===== config.mk =====
export PLATFORM = sky130hd
export DESIGN_NAME = gerador_freq_prog
export DESIGN_NICKNAME = d
export VERILOG_FILES = /design/src/rtl/gerador_freq_prog.sv
export SDC_FILE = /design/constraint.sdc
export NUM_CORES = 1
export LEC_CHECK = 0
export CORE_ASPECT_RATIO = 1.1
export CORE_UTILIZATION = 63
export DETAILED_ROUTE_END_ITERATION = 16
export MAX_ROUTING_LAYER = met4
export PLACE_DENSITY_LB_ADDON = 0.2
export SYNTH_ARGS = -nofsm -noshare
export SYNTH_HDL_FRONTEND = slang
export SYNTH_SLANG_ARGS = --single-unit

===== constraint.sdc =====
create_clock -name clk_in -period 15.3 [get_ports clk_in]
set_clock_uncertainty 0.2 [all_clocks]
set_input_delay 3.06 -clock clk_in [delete_from_list [all_inputs] [get_ports clk_in]]
set_output_delay 3.06 -clock clk_in [all_outputs]
set_load 0.005 [all_outputs]

===== src/rtl/gerador_freq_prog.sv =====
// Programmable multi-channel square-wave generator with per-channel glitch-free
// half-period reload, toggle strobes and rising-edge strobes.
module gerador_freq_prog #(
   parameter int unsigned N_CH  = 4,
   parameter int unsigned DIV_W = 28,
   parameter logic [N_CH*DIV_W-1:0] DIV_INIT =
      {28'd150000000, 28'd50000000, 28'd25000000, 28'd12500000},
   localparam int unsigned CH_W = (N_CH > 1) ? $clog2(N_CH) : 1
) (
   input  logic              clk_in,
   input  logic              rst,
   input  logic [N_CH-1:0]   enable,
   input  logic              sync_clr,
   input  logic              load,
   input  logic [CH_W-1:0]   load_ch,
   input  logic [DIV_W-1:0]  load_div,
   output logic [N_CH-1:0]   clk_out,
   output logic [N_CH-1:0]   tick,
   output logic [N_CH-1:0]   rise
);

   localparam logic [DIV_W-1:0] ONE = DIV_W'(1);

   logic [DIV_W-1:0] cnt_q    [N_CH];
   logic [DIV_W-1:0] cnt_d    [N_CH];
   logic [DIV_W-1:0] hp_q     [N_CH];
   logic [DIV_W-1:0] hp_d     [N_CH];
   logic [DIV_W-1:0] hp_nxt_q [N_CH];
   logic [DIV_W-1:0] hp_nxt_d [N_CH];
   logic [N_CH-1:0]  clk_q, clk_d;
   logic [N_CH-1:0]  tick_q, tick_d;
   logic [N_CH-1:0]  rise_q, rise_d;
   logic [N_CH-1:0]  sel;
   logic [DIV_W-1:0] load_val;

   // A zero half-period would never reach terminal count; clamp to 1.
   assign load_val = (load_div == '0) ? ONE : load_div;

   always_comb begin
      clk_d  = clk_q;
      tick_d = '0;
      rise_d = '0;
      sel    = '0;
      for (int unsigned i = 0; i < N_CH; i++) begin
         // Indices >= N_CH never match any channel, so they are dropped here.
         sel[i]      = load && (load_ch == CH_W'(i));
         cnt_d[i]    = cnt_q[i];
         hp_d[i]     = hp_q[i];
         hp_nxt_d[i] = sel[i] ? load_val : hp_nxt_q[i];
         if (sync_clr) begin
            cnt_d[i] = '0;
            clk_d[i] = 1'b0;
            hp_d[i]  = hp_nxt_d[i];
         end else if (!enable[i]) begin
            if (sel[i]) hp_d[i] = load_val;
         end else if (cnt_q[i] == hp_q[i] - ONE) begin
            cnt_d[i]  = '0;
            clk_d[i]  = ~clk_q[i];
            tick_d[i] = 1'b1;
            rise_d[i] = ~clk_q[i];
            hp_d[i]   = hp_nxt_d[i];
         end else begin
            cnt_d[i] = cnt_q[i] + ONE;
         end
      end
   end

   always_ff @(posedge clk_in or posedge rst) begin
      if (rst) begin
         for (int unsigned i = 0; i < N_CH; i++) begin
            cnt_q[i]    <= '0;
            hp_q[i]     <= DIV_INIT[i*DIV_W +: DIV_W];
            hp_nxt_q[i] <= DIV_INIT[i*DIV_W +: DIV_W];
         end
         clk_q  <= '0;
         tick_q <= '0;
         rise_q <= '0;
      end else begin
         cnt_q    <= cnt_d;
         hp_q     <= hp_d;
         hp_nxt_q <= hp_nxt_d;
         clk_q    <= clk_d;
         tick_q   <= tick_d;
         rise_q   <= rise_d;
      end
   end

   assign clk_out = clk_q;
   assign tick    = tick_q;
   assign rise    = rise_q;

endmodule


==> impl_results.md, run 1 <==
- Resized Gates After CTS: 0
- Hold Vio Cnt, Final: 0
- CP Launch Type: input port
- WL met1: 22700 µm
- Final setup viols: 0
- CTS tree: yes
- Met3 wire len: 2850 µm
- TritonCTS buffer count: 38
- Worst skew pair latency: 0.54 ns
- Critical path, cell by cell: clkdlybuf4s50_1, buf_4, inv_1, nand2_1, or2_1, buf_4, or3_1, o21ai_0
- Worst Max-Slew Pin Slew: 1.22 ns
- Max-cap viol count: 0
- Die W: 172 µm
- # IOs: 50
- Syn Nets: 2242
- Placed Cells: 2569
- Achievable Freq: 174 MHz
- Syn Inst Count: 2196
- Maximum vdd ir drop: 0.0927 mV
- Routed wl met2: 24900 µm
- Bufs on Longest Clock Path: 3
- CP required: 15.51 ns
- Initial antenna violation count: 0
- Max Slew Vio Count: 0
- Status: finished clean
- Die Y: 190 µm
- Final Cycle Share: 0.376
- Tmin final: 5.76 ns
- Post-DR wirelength/cell: 19.7 µm
- Critical Path End Type: flip-flop
- Post-CTS Hold Fix Bufs: 0
- Post-synth cell types: 91
- Root buffer cell: clkbuf_16
- GRT overflow: 0
- Sink Count: 348
- Primary FF master, synth: dfrtp_1
- Hold Path Class: reg2reg
- Initial DRT Pass Iterations: 7
- Crit path DAT: 5.97 ns
- Avg Cell Area, Syn: 9.17 µm²
- Diodes inserted: 0
- Initial Utilization: 0.642
- Leakage power: 9.00 nW
- Post-DRT Antenna Nets: 0
- CP max FO: 29
- Share of post-route cells with drive strength above 1: 0.133
- Crit-path max cell delay: 0.66 ns
- Core area: 0.0314 mm²
- Setup TNS: 0 ns
- Post-CTS setup buffer count: 0
- Nets: 2235
- Largest net degree at the start of global routing: 120
- Number of synthesized flops with an enable pin: 0
- Die ar.: 0.0327 mm²
- DR vias/cell: 6.36
- CP max-delay cell: or2_1
- Number of synthesized register bits: 348
- RD Place Congestion: 0.977
- Total GRT Usage: 0.336
- Highest routed layer: met4
- Most used cell, CP: buf_4
- Post-DP HPWL: 35500 µm
- Cell Count, Final, Fillers Out: 2639
- Max transition margin: 0.185
- Port Buffers: 49
- Sequential area share after synthesis: 0.438
- P&R area growth vs syn: 9.76%
- Row cnt: 68
- Pwr Density: 119 mW/mm²
- Clock-pin slew on the worst setup and hold paths: 0.06 ns
- Routed wire length: 51900 µm
- YS warnings: 0
- Number of global-route vias before repair: 16300
- 1st-iter DRT viols: 1380
- H-tree depth: 2
- Post-route DRC violation count: 0
- Fillers: 2400
- Kind of critical path: in2reg
- RSZ-0062 raised after global routing: false
- Async S/R FF share, synth: 1.00
- Post-Syn Area: 0.0201 mm²
- First-pass GRT wire length: 84700 µm
- Vias: 16800
[sequential cells by signal (all words and copies together), names as in the netlist]
| name | count |
|---|---|
| clk_out | 4 |
| cnt_q | 112 |
| hp_nxt_q | 112 |
| hp_q | 112 |
| rise | 4 |
| tick | 4 |
[per-stage QoR]
step / area [µm²] / worst slack, ns / util / hold WS [ns] / power (mW)
2_1_floorplan: 20100 / 2.54 / - / 0.237 / 1.56
3_3_place_gp: 20800 / 9.12 / 0.664 / 0.244 / 1.68
3_5_place_dp: 20800 / 9.02 / 0.664 / 0.246 / 1.70
4_1_cts: 22100 / 9.57 / 0.704 / 0.256 / 2.64
5_1_grt: 22100 / 9.32 / 0.704 / 0.263 / 2.75
6_report: 22100 / 9.54 / 0.704 / 0.255 / 2.63
[report_power, final]
group          internal [mW]  switching (mW)  total [mW]  leakage (nW)
combinational          0.220           0.277       0.497          4.08
sequential              1.07           0.131        1.20          4.29
clock                  0.556           0.375       0.931         0.626
total                   1.84           0.784        2.63          9.00
[cells in the final DEF (no fill, tap or decap), types with 29 or more instances in the layout]
cell             count
o22ai_1             34
dfstp_2             92
dfrtp_1            256
nand2_1            321
or3_1               35
nand3_1             97
clkbuf_16           41
o21ai_0             69
nand4_1             39
nor2_1             192
a21oi_1             52
o2bb2ai_1           32
mux2_2              79
nor3_1              51
a21boi_0            51
xor2_1              77
o21ai_1             29
clkdlybuf4s50_1     49
inv_1               49
nor4_1              44
xnor2_1            103
[worst paths after layout]
kind | cells after the start | start | slack [ns] | to
setup / recovery | 8 | sync_clr | 9.54 | cnt_q[15]$_DFFE_PP0P_
min in group asynchronous | 2 | rst | 2.88 | hp_nxt_q[63]$_DFF_PP0_
hold reg to reg | 2 | hp_nxt_q[72]$_DFF_PP1_ | 0.25 | hp_nxt_q[72]$_DFF_PP1_
setup reg to reg | 11 | hp_q[85]$_DFFE_PP0P_ | 10.23 | cnt_q[89]$_DFFE_PP0P_
max in group asynchronous | 3 | rst | 10.49 | cnt_q[27]$_DFFE_PP0P_
hold / removal | 2 | hp_nxt_q[72]$_DFF_PP1_ | 0.25 | hp_nxt_q[72]$_DFF_PP1_
[cells in the mapped netlist, types with 34 or more instances]
library cell / instances / area share
nand2_1: 321 / 0.060
dfrtp_1: 256 / 0.32
nor2_1: 196 / 0.037
xnor2_1: 103 / 0.045
nand3_1: 98 / 0.024
dfstp_2: 92 / 0.12
clkbuf_1: 88 / 0.016
mux2_2: 79 / 0.044
xor2_1: 77 / 0.033
o21ai_0: 69 / 0.017
a21oi_1: 52 / 0.013
a21boi_0: 51 / 0.019
nor3_1: 51 / 0.013
inv_1: 50 / 0.0093
nor4_1: 44 / 0.014
nand4_1: 39 / 0.012
or3_1: 35 / 0.011
o22ai_1: 34 / 0.011
[cell families (layout without fill, tap and decap cells)]
family | Yosys count | in the layout | synth area share
AO/OA/AOI/OAI | 453 | 453 | 0.159
AND/OR/NAND/NOR | 939 | 939 | 0.230
flip-flops | 348 | 348 | 0.438
buffers and inverters | 168 | 191 | 0.0348
multiplexers | 100 | 100 | 0.0547
adder cells (fa/ha/maj) | 8 | 8 | 0.00497
XOR/XNOR | 180 | 180 | 0.0783
[critical path, delay by kind of cell]
| kind | cells | cell delay (ns) |
|---|---|---|
| AND/OR/NAND/NOR | 3 | 1.17 |
| AO/OA/AOI/OAI | 1 | 0.08 |
| buffers and inverters | 4 | 1.63 |
[area by class of cell]
cell class | count | area [µm²] | share of cell area
sequential | 348 | 8820 | 0.399
inverter | 50 | 195 | 0.00883
tap | 420 | 526 | 0.0238
clock buffer | 64 | 1210 | 0.0548
clock inverter | 6 | 55.1 | 0.00249
timing repair buffer | 71 | 656 | 0.0297
multi-input combinational | 1680 | 10600 | 0.481
[per-layer routing]
layer | up-vias | global-route usage
met5 | - | -
met4 | 0 | 0.103
met3 | 104 | 0.0508
met2 | 470 | 0.531
met1 | 8298 | 0.448
li1 | 7905 | -
(Power assumes the default switching activity.)
==> run 2, diff against run 1 <==
CORE_UTILIZATION = 57   (was 63)
clock period = 5.25 ns   (was 15.3 ns; I/O delays follow)
==> run 2 against run 1 <==
Total power rose to 3.0 times the previous value. Die area increased by 10%. Hold slack improved by 0.0012 ns. Count of clock-buffer cells in the layout decreased by 9. Global-route usage shrank 2.8 points. Non-clock buffer count grew 25. Flip-flop and latch count is the same.
==> impl_results.md, run 2 (synthesis gave the netlist of run 1 again) <==
- Status: finished clean (unchanged)
- Post-DP HPWL: 36300 µm (was 35500 µm)
- Worst reg-to-reg path cell count: 12 (was 11)
- DP Worst Slack: 0.873 ns (was 9.02 ns)
- Maximum vdd ir drop: 0.296 mV (was 0.0927 mV)
- Row cnt: 71 (was 68)
- Die ar.: 0.0361 mm² (was 0.0327 mm²)
- Post-DR wirelength/cell: 19.5 µm (was 19.7 µm)
- CP Launch Point: hp_q[28]$_DFFE_PP0P_ (was sync_clr)
- # IOs: 50 (unchanged)
- Worst Setup EP: hp_q[55]$_DFFE_PP0P_ (was cnt_q[15]$_DFFE_PP0P_)
- P&R area growth vs syn: 11.8% (was 9.76%)
- Post-DRT Antenna Nets: 0 (unchanged)
- R2R setup slack: 0.82 ns (was 10.23 ns)
- Tmin final: 4.43 ns
- Routed wire length: 52200 µm (was 51900 µm)
- Max-cap viol count: 0 (unchanged)
- Fillers: 2818 (was 2400)
- Cell Count, Final, Fillers Out: 2683 (was 2639)
- Critical Path End Type: flip-flop (unchanged)
- Largest net degree at the start of global routing: 72 (was 120)
- CTS tree: yes (unchanged)
- Hold path cells: 2 (unchanged)
- Crit-path max cell delay: 0.79 ns (was 0.66 ns)
- Final setup viols: 0 (unchanged)
- Achievable Freq: 226 MHz
- Clock-pin slew on the worst setup and hold paths: 0.06 ns (about the same)
- Port Buffers: 49 (unchanged)
- First-pass GRT wire length: 86600 µm (was 84700 µm)
- Hold Slack: 0.256 ns (was 0.255 ns)
- CP delay by family, top: simple AND/OR/NAND/NOR gates (was buffers and inverters)
- R2r startpoint: hp_q[28]$_DFFE_PP0P_ (was hp_q[85]$_DFFE_PP0P_)
- Worst Max-Slew Pin Slew: 1.20 ns (was 1.22 ns)
- Slack of the critical path: 0.818 ns (was 9.54 ns)
- Most frequent cells in the layout: nand2_1, dfrtp_1, nor2_1 (unchanged)
- Final Cycle Share: 0.844
- Post-route DRC violation count: 0 (unchanged)
- Worst skew pair latency: 0.57 ns (was 0.54 ns)
- RSZ-0062 raised after global routing: false (unchanged)
- CP required: 5.50 ns (was 15.51 ns)
- Post-CTS Hold Fix Bufs: 0 (unchanged)
- Bufs and invs on worst path: 2 (was 4)
- Leakage power: 9.18 nW (was 9.00 nW)
- Root buffer cell: clkbuf_16 (unchanged)
- Initial antenna violation count: 0 (unchanged)
- Pwr Total: 7.94 mW (was 2.63 mW)
- Initial Utilization: 0.584 (was 0.642)
- CP max FO: 15 (was 29)
- Die W: 181 µm (was 172 µm)
- Worst R2R End: hp_q[55]$_DFFE_PP0P_ (was cnt_q[89]$_DFFE_PP0P_)
- TritonCTS buffer count: 39 (was 38)
- Sink Count: 348 (unchanged)
- 1st-iter DRT viols: 1335 (was 1380)
- Vias: 16800 (about the same)
- Dpl cell area: 0.0211 mm² (was 0.0208 mm²)
- Pwr Density: 353 mW/mm² (was 119 mW/mm²)
- Initial DRT Pass Iterations: 7 (unchanged)
- DR vias/cell: 6.24 (was 6.36)
- Most common cell after layout, fill and taps aside: nand2_1 (unchanged)
- GRT overflow: 0 (unchanged)
- Resized Gates After CTS: 0 (unchanged)
- Hold Path Class: reg2reg (unchanged)
- Largest registers: cnt_q: 112 flops, hp_nxt_q: 112 flops, hp_q: 112 flops (unchanged)
- Max Slew Vio Count: 0 (unchanged)
- Kind of critical path: reg2reg (was in2reg)
- Hold Vio Cnt, Final: 0 (unchanged)
- H-tree depth: 2 (unchanged)
- Post-CTS setup buffer count: 0 (unchanged)
- Die Y: 199 µm (was 190 µm)
- RD Place Congestion: 0.932 (was 0.977)
- Share of post-route cells with drive strength above 1: 0.146 (was 0.133)
- Number of global-route vias before repair: 16200 (was 16300)
- Nets: 2261 (was 2235)
- Placed Cells: 2612 (was 2569)
- Finished Cell Area: 0.0225 mm² (was 0.0221 mm²)
- CP max-delay cell: nor3b_1 (was or2_1)
- Max transition margin: 0.199 (was 0.185)
- Core area: 0.0345 mm² (was 0.0314 mm²)
- Diodes inserted: 0 (unchanged)
- Bufs on Longest Clock Path: 3 (unchanged)
- Crit. path cell count: 12 (was 8)
- Crit path DAT: 4.68 ns (was 5.97 ns)
- Total GRT Usage: 0.308 (was 0.336)
- CP Launch Type: flip-flop (was input port)
- Critical path, cell by cell: inv_1, ha_1, nor3b_1, a31oi_1, nor2_1, nand3_1, or4_1, nor4_2, nand2_1, o21ai_4, buf_12, mux2_2 (was clkdlybuf4s50_1, buf_4, inv_1, nand2_1, or2_1, buf_4, or3_1, o21ai_0)
- Fin util: 0.653 (was 0.704)
- Setup TNS: 0 ns (unchanged)
==> run 2: power breakdown <==
group | switching (mW) | total (mW) | internal [mW]
clock | 1.14 | 2.97 | 1.83
combinational | 0.815 | 1.47 | 0.657
sequential | 0.382 | 3.49 | 3.11
==> run 2: layer usage <==
layer,part of all wire,up-vias,track usage
li1,-,7946,-
met1,0.45,8269,0.408
met2,0.47,436,0.496
met3,0.046,99,0.0348
met4,0.027,0,0.107
met5,0,-,-
==> run 2: final cells by class <==
class | count | area (µm²) | share of cell area
inverter | 50 | 191 | 0.00850
clock buffer | 55 | 1150 | 0.0510
tap | 438 | 548 | 0.0243
timing repair buffer | 96 | 906 | 0.0402
multi-input combinational | 1680 | 10600 | 0.473
sequential | 348 | 8820 | 0.392
clock inverter | 16 | 250 | 0.0111
==> run 2: worst min path at each step <==
stage / from / to / slack, ns
final: hp_nxt_q[67]$_DFF_PP1_ / hp_nxt_q[67]$_DFF_PP1_ / 0.26
after global routing: hp_nxt_q[69]$_DFF_PP1_ / hp_nxt_q[69]$_DFF_PP1_ / 0.26
after CTS: hp_nxt_q[70]$_DFF_PP1_ / hp_nxt_q[70]$_DFF_PP1_ / 0.26
after detailed placement: hp_nxt_q[70]$_DFF_PP1_ / hp_nxt_q[70]$_DFF_PP1_ / 0.25
after global placement: hp_nxt_q[62]$_DFF_PP1_ / hp_nxt_q[62]$_DFF_PP1_ / 0.24
after floorplan: hp_nxt_q[101]$_DFF_PP1_ / hp_nxt_q[101]$_DFF_PP1_ / 0.24
==> run 2: worst min-delay path: cells and delay by family, from the launching register on <==
kind          cells  cell delay, ns
simple gates      2            0.09
flops             1            0.37
==> edit 1, RTL diff (settings of run 2) <==
Remove the register `rise_q`: a continuous assignment takes its place, so the output `rise` follows one clock earlier.
--- a/src/rtl/gerador_freq_prog.sv
+++ b/src/rtl/gerador_freq_prog.sv
@@ -76,3 +76,2 @@
          tick_q <= '0;
-         rise_q <= '0;
       end else begin
@@ -83,5 +82,6 @@
          tick_q   <= tick_d;
-         rise_q   <= rise_d;
       end
    end
+
+   assign rise_q = rise_d;
 
Function: changed (a bounded check fails within 4 cycles, from zero or initial values and one cycle with rst high).
==> edit 1 against run 2 <==
  * Setup slack got worse by 0.70 ns
  * Final area rose by 2.6%
  * Via count is 1.8% higher
  * Sequential cell count shrank 4
  * Routed wire length grew 6.1%
  * Area after synthesis up 1.8%
  * Total power decreased by 1.5%
  * Critical endpoint is now rise[1]
  * Largest power group unchanged
==> edit 1: results (changes against run 2) <==
Antenna diodes 3 (was 0); Resized cells post-CTS 28 (was 0); clock buffers 48 (was 55); leakage 9.00 nW (was 9.18 nW); min-delay src hp_nxt_q[28] (was hp_nxt_q[67]); M2 GR Usage 0.487 (was 0.496); R2R cell count 10 (was 12); gr usage total 0.310 (was 0.308); tapcell count 481 (was 438); M3 GR Usage 0.0330 (was 0.0348); Mapped Nets 2186 (was 2242); invs w/o clock 49 (was 50); critical-path maximum fanout 8 (was 15); Switch Pwr 2.36 mW (was 2.34 mW); utilization after layout 0.654 (was 0.653); largest cells by area after synthesis dfrtp_1, dfstp_2, mux2_2 (was dfrtp_1, dfstp_2, nand2_1); relative slew slack 0.279 (was 0.199); R2R Setup Slk 1.01 ns (was 0.82 ns); multi-input gates 1575 (was 1680); CTS Sinks 344 (was 348); Seq/Total Area, Yosys 0.425 (was 0.438); hold depth 1 (was 2); Inst Count DP 2562 (was 2612); largest net degree at the start of global routing 102 (was 72); register share of the cell area 0.378 (was 0.392); CTS Buf Count 37 (was 39); r2r endpoint hp_q[99] (was hp_q[55]); Critical R2R Launch hp_q[91] (was hp_q[28]); adder-cell area share of the yosys netlist 0.00488 (was 0.00497); sequential logic power 3.50 mW (was 3.49 mW); clk cell area share 0.0551 (was 0.0621); Fill cells 2865 (was 2818); WL met2 26500 um (was 24700 um); mux contribution to synthesized area 0.0671 (was 0.0547); Non-clock buffering overhead 0.0485 (was 0.0402); switch share 0.301 (was 0.295); commonest cells in the netlist dfrtp_1, nand2_1, o22ai_1 (was nand2_1, dfrtp_1, nor2_1); WL final 55400 um (was 52200 um); status finished, final reports clean (unchanged); Worst EP arrival 3.88 ns (was 4.68 ns); WL met1 24400 um (was 23700 um); vias in the first global route 16400 (was 16200); area of placed instances 21500 um2 (was 21100 um2); dpl hpwl 38400 um (was 36300 um); Setup Buffers After CTS 4 (was 0); Non-clk bufs 123 (was 96)
## edit 1: cell types whose count changed in the layout (fill, tap and decap cells not counted), sizes merged, moves of 21 or more
cell and delta:
nand2 -164, nor2 -95, o22ai +84, a2bb2oi +57, a21boi -47, mux2 +35, o2bb2ai -31, buf +27
a22oi +21
## edit 1: worst max-delay path: stages, from the launching register on
cell and delay, ns:
dfrtp_1 0.46, or3_4 0.48, or4_4 0.56, nor3_2 0.25, xnor2_1 0.13, a31o_2 0.27, nor4_2 0.28, nand4_1 0.21
nor3_2 0.15, clkdlybuf4s50_1 0.52
## edit 1: worst max path at each step
stage / from / to / slack (ns) / cells after the start
2_1_floorplan: rst / clk_out[0] / -0.53 / 1
6_report: hp_q[64] / rise[1] / 0.12 / 9
5_1_grt: hp_q[87] / rise[0] / -0.02 / 10
4_1_cts: hp_q[59] / rise[1] / 0.007 / 9
3_5_place_dp: hp_q[33] / rise[2] / 0.32 / 9
3_3_place_gp: hp_q[33] / rise[2] / 0.33 / 9
==> edit 2, RTL diff (flow settings as in run 2) <==
Without the edit above. Change the parameter `DIV_W` from 28 to 32.
--- a/src/rtl/gerador_freq_prog.sv
+++ b/src/rtl/gerador_freq_prog.sv
@@ -4,3 +4,3 @@
    parameter int unsigned N_CH  = 4,
-   parameter int unsigned DIV_W = 28,
+   parameter int unsigned DIV_W = 32,
    parameter logic [N_CH*DIV_W-1:0] DIV_INIT =
Ports: changed (resized load_div); port bits go from 50 to 54. No check against the original RTL was run, so the function may have changed too.
==> edit 2 against run 2 <==
  * Synthesized cell count rose by 21%
  * Setup slack got worse by 0.19 ns
  * Area after synthesis grew 17%
  * Cell count is 18% higher
  * Total power is 11% higher
  * Final area rose by 16%
  * Global-route usage increased by 1.9 points
  * Routed wire length rose by 26%
  * Sequential cell count grew 48
  * Critical path type unchanged
==> edit 2: results (changes against run 2) <==
CTS Buf Count 43 (was 39); WL met1 29100 um (was 23700 um); total number of vias 20200 (was 16800); clk_lat worst skew 0.59 ns (was 0.57 ns); HP Class reg2reg (unchanged); status finished, final reports clean (unchanged); Critical R2R Launch hp_q[4] (was hp_q[28]); number of iterations in the first detailed-routing pass 5 (was 7); gr usage total 0.327 (was 0.308); WL met2 30900 um (was 24700 um); R2R cell count 10 (was 12); Peak VDD IR 0.263 mV (was 0.296 mV); Worst EP arrival 4.85 ns (was 4.68 ns); vias in the first global route 19500 (was 16200); GR Layer Usage met1 0.439 (was 0.408); layout cells sized above 1 0.120 (was 0.146); IO buf count 53 (was 49); Switch Pwr 2.69 mW (was 2.34 mW); first-pass GRT wire length 107000 um (was 86600 um); Seq/Total Area, Yosys 0.425 (was 0.438); final hold slack 0.255 ns (was 0.256 ns); final RePlAce weighted congestion 0.944 (was 0.932); dpl hpwl 45200 um (was 36300 um); critical-path maximum fanout 20 (was 15); min-delay src hp_nxt_q[45] (was hp_nxt_q[67]); M3 GR Usage 0.0425 (was 0.0348); leakage 10.7 nW (was 9.18 nW); largest cells by area after synthesis dfrtp_1, dfstp_2, nand2_1 (unchanged); commonest cells in the netlist nand2_1, dfrtp_1, nor2_1 (unchanged); r2r endpoint cnt_q[16] (was hp_q[55]); hold endpoint hp_nxt_q[45] (was hp_nxt_q[67]); R2R Setup Slk 0.63 ns (was 0.82 ns); relative slew slack 0.217 (was 0.199); post-synth cell types 95 (was 91); M2 GR Usage 0.512 (was 0.496); Syn Area/Cell 8.90 um2 (was 9.17 um2); final non-filler cell total 3164 (was 2683); DP Worst Slack 0.670 ns (was 0.873 ns)
[edit 2: worst max-delay path by stage]
| stage | startpoint | to | slack, ns |
|---|---|---|---|
| after floorplan | rst | clk_out[0] | -1.25 |
| after CTS | hp_q[4] | cnt_q[11] | 0.66 |
| final | hp_q[4] | cnt_q[16] | 0.63 |
| after global routing | hp_q[4] | cnt_q[16] | 0.39 |
| after detailed placement | hp_q[4] | cnt_q[11] | 0.67 |
| after global placement | hp_q[4] | cnt_q[16] | 0.80 |
[edit 2: worst max-delay path: stages, from the launching register on]
cell      delay, ns
dfrtp_1        0.49
or4_1          0.70
or4_1          0.56
or4_1          0.51
a32oi_1        0.19
nand4_1        0.13
nor4bb_1       0.73
nand2_1        0.25
nand3_1        0.25
buf_4          0.28
o311ai_0       0.17
[edit 2: kinds of logic (layout without fill, tap and decap cells)]
| group | after synthesis | after routing | synth area share |
|---|---|---|---|
| compound gates | 544 | 544 | 0.167 |
| xor+xnor | 201 | 201 | 0.0758 |
| fa+ha+maj | 8 | 8 | 0.00424 |
| buf+inv | 232 | 232 | 0.0401 |
| flops | 396 | 396 | 0.425 |
| mux | 75 | 75 | 0.0335 |
| simple gates | 1195 | 1195 | 0.254 |
[edit 2: cell type report]
class	count	area (um2)
multi-input cells	2023	12700
fillers	3327	14400
clock inverters	20	268
clock buffers	59	1240
well taps	513	642
flip-flops and latches	396	10000
repair buffers	115	1030
inverters	38	146
[edit 2: power groups by stage]
stage	Combinational, mW	Sequential [mW]	Clock [mW]
after CTS	1.64	3.93	3.31
final	1.65	3.94	3.26
after floorplan	1.32	3.76	0
after global placement	1.59	3.96	0
after detailed placement	1.63	3.97	0
after global routing	1.83	3.99	3.42
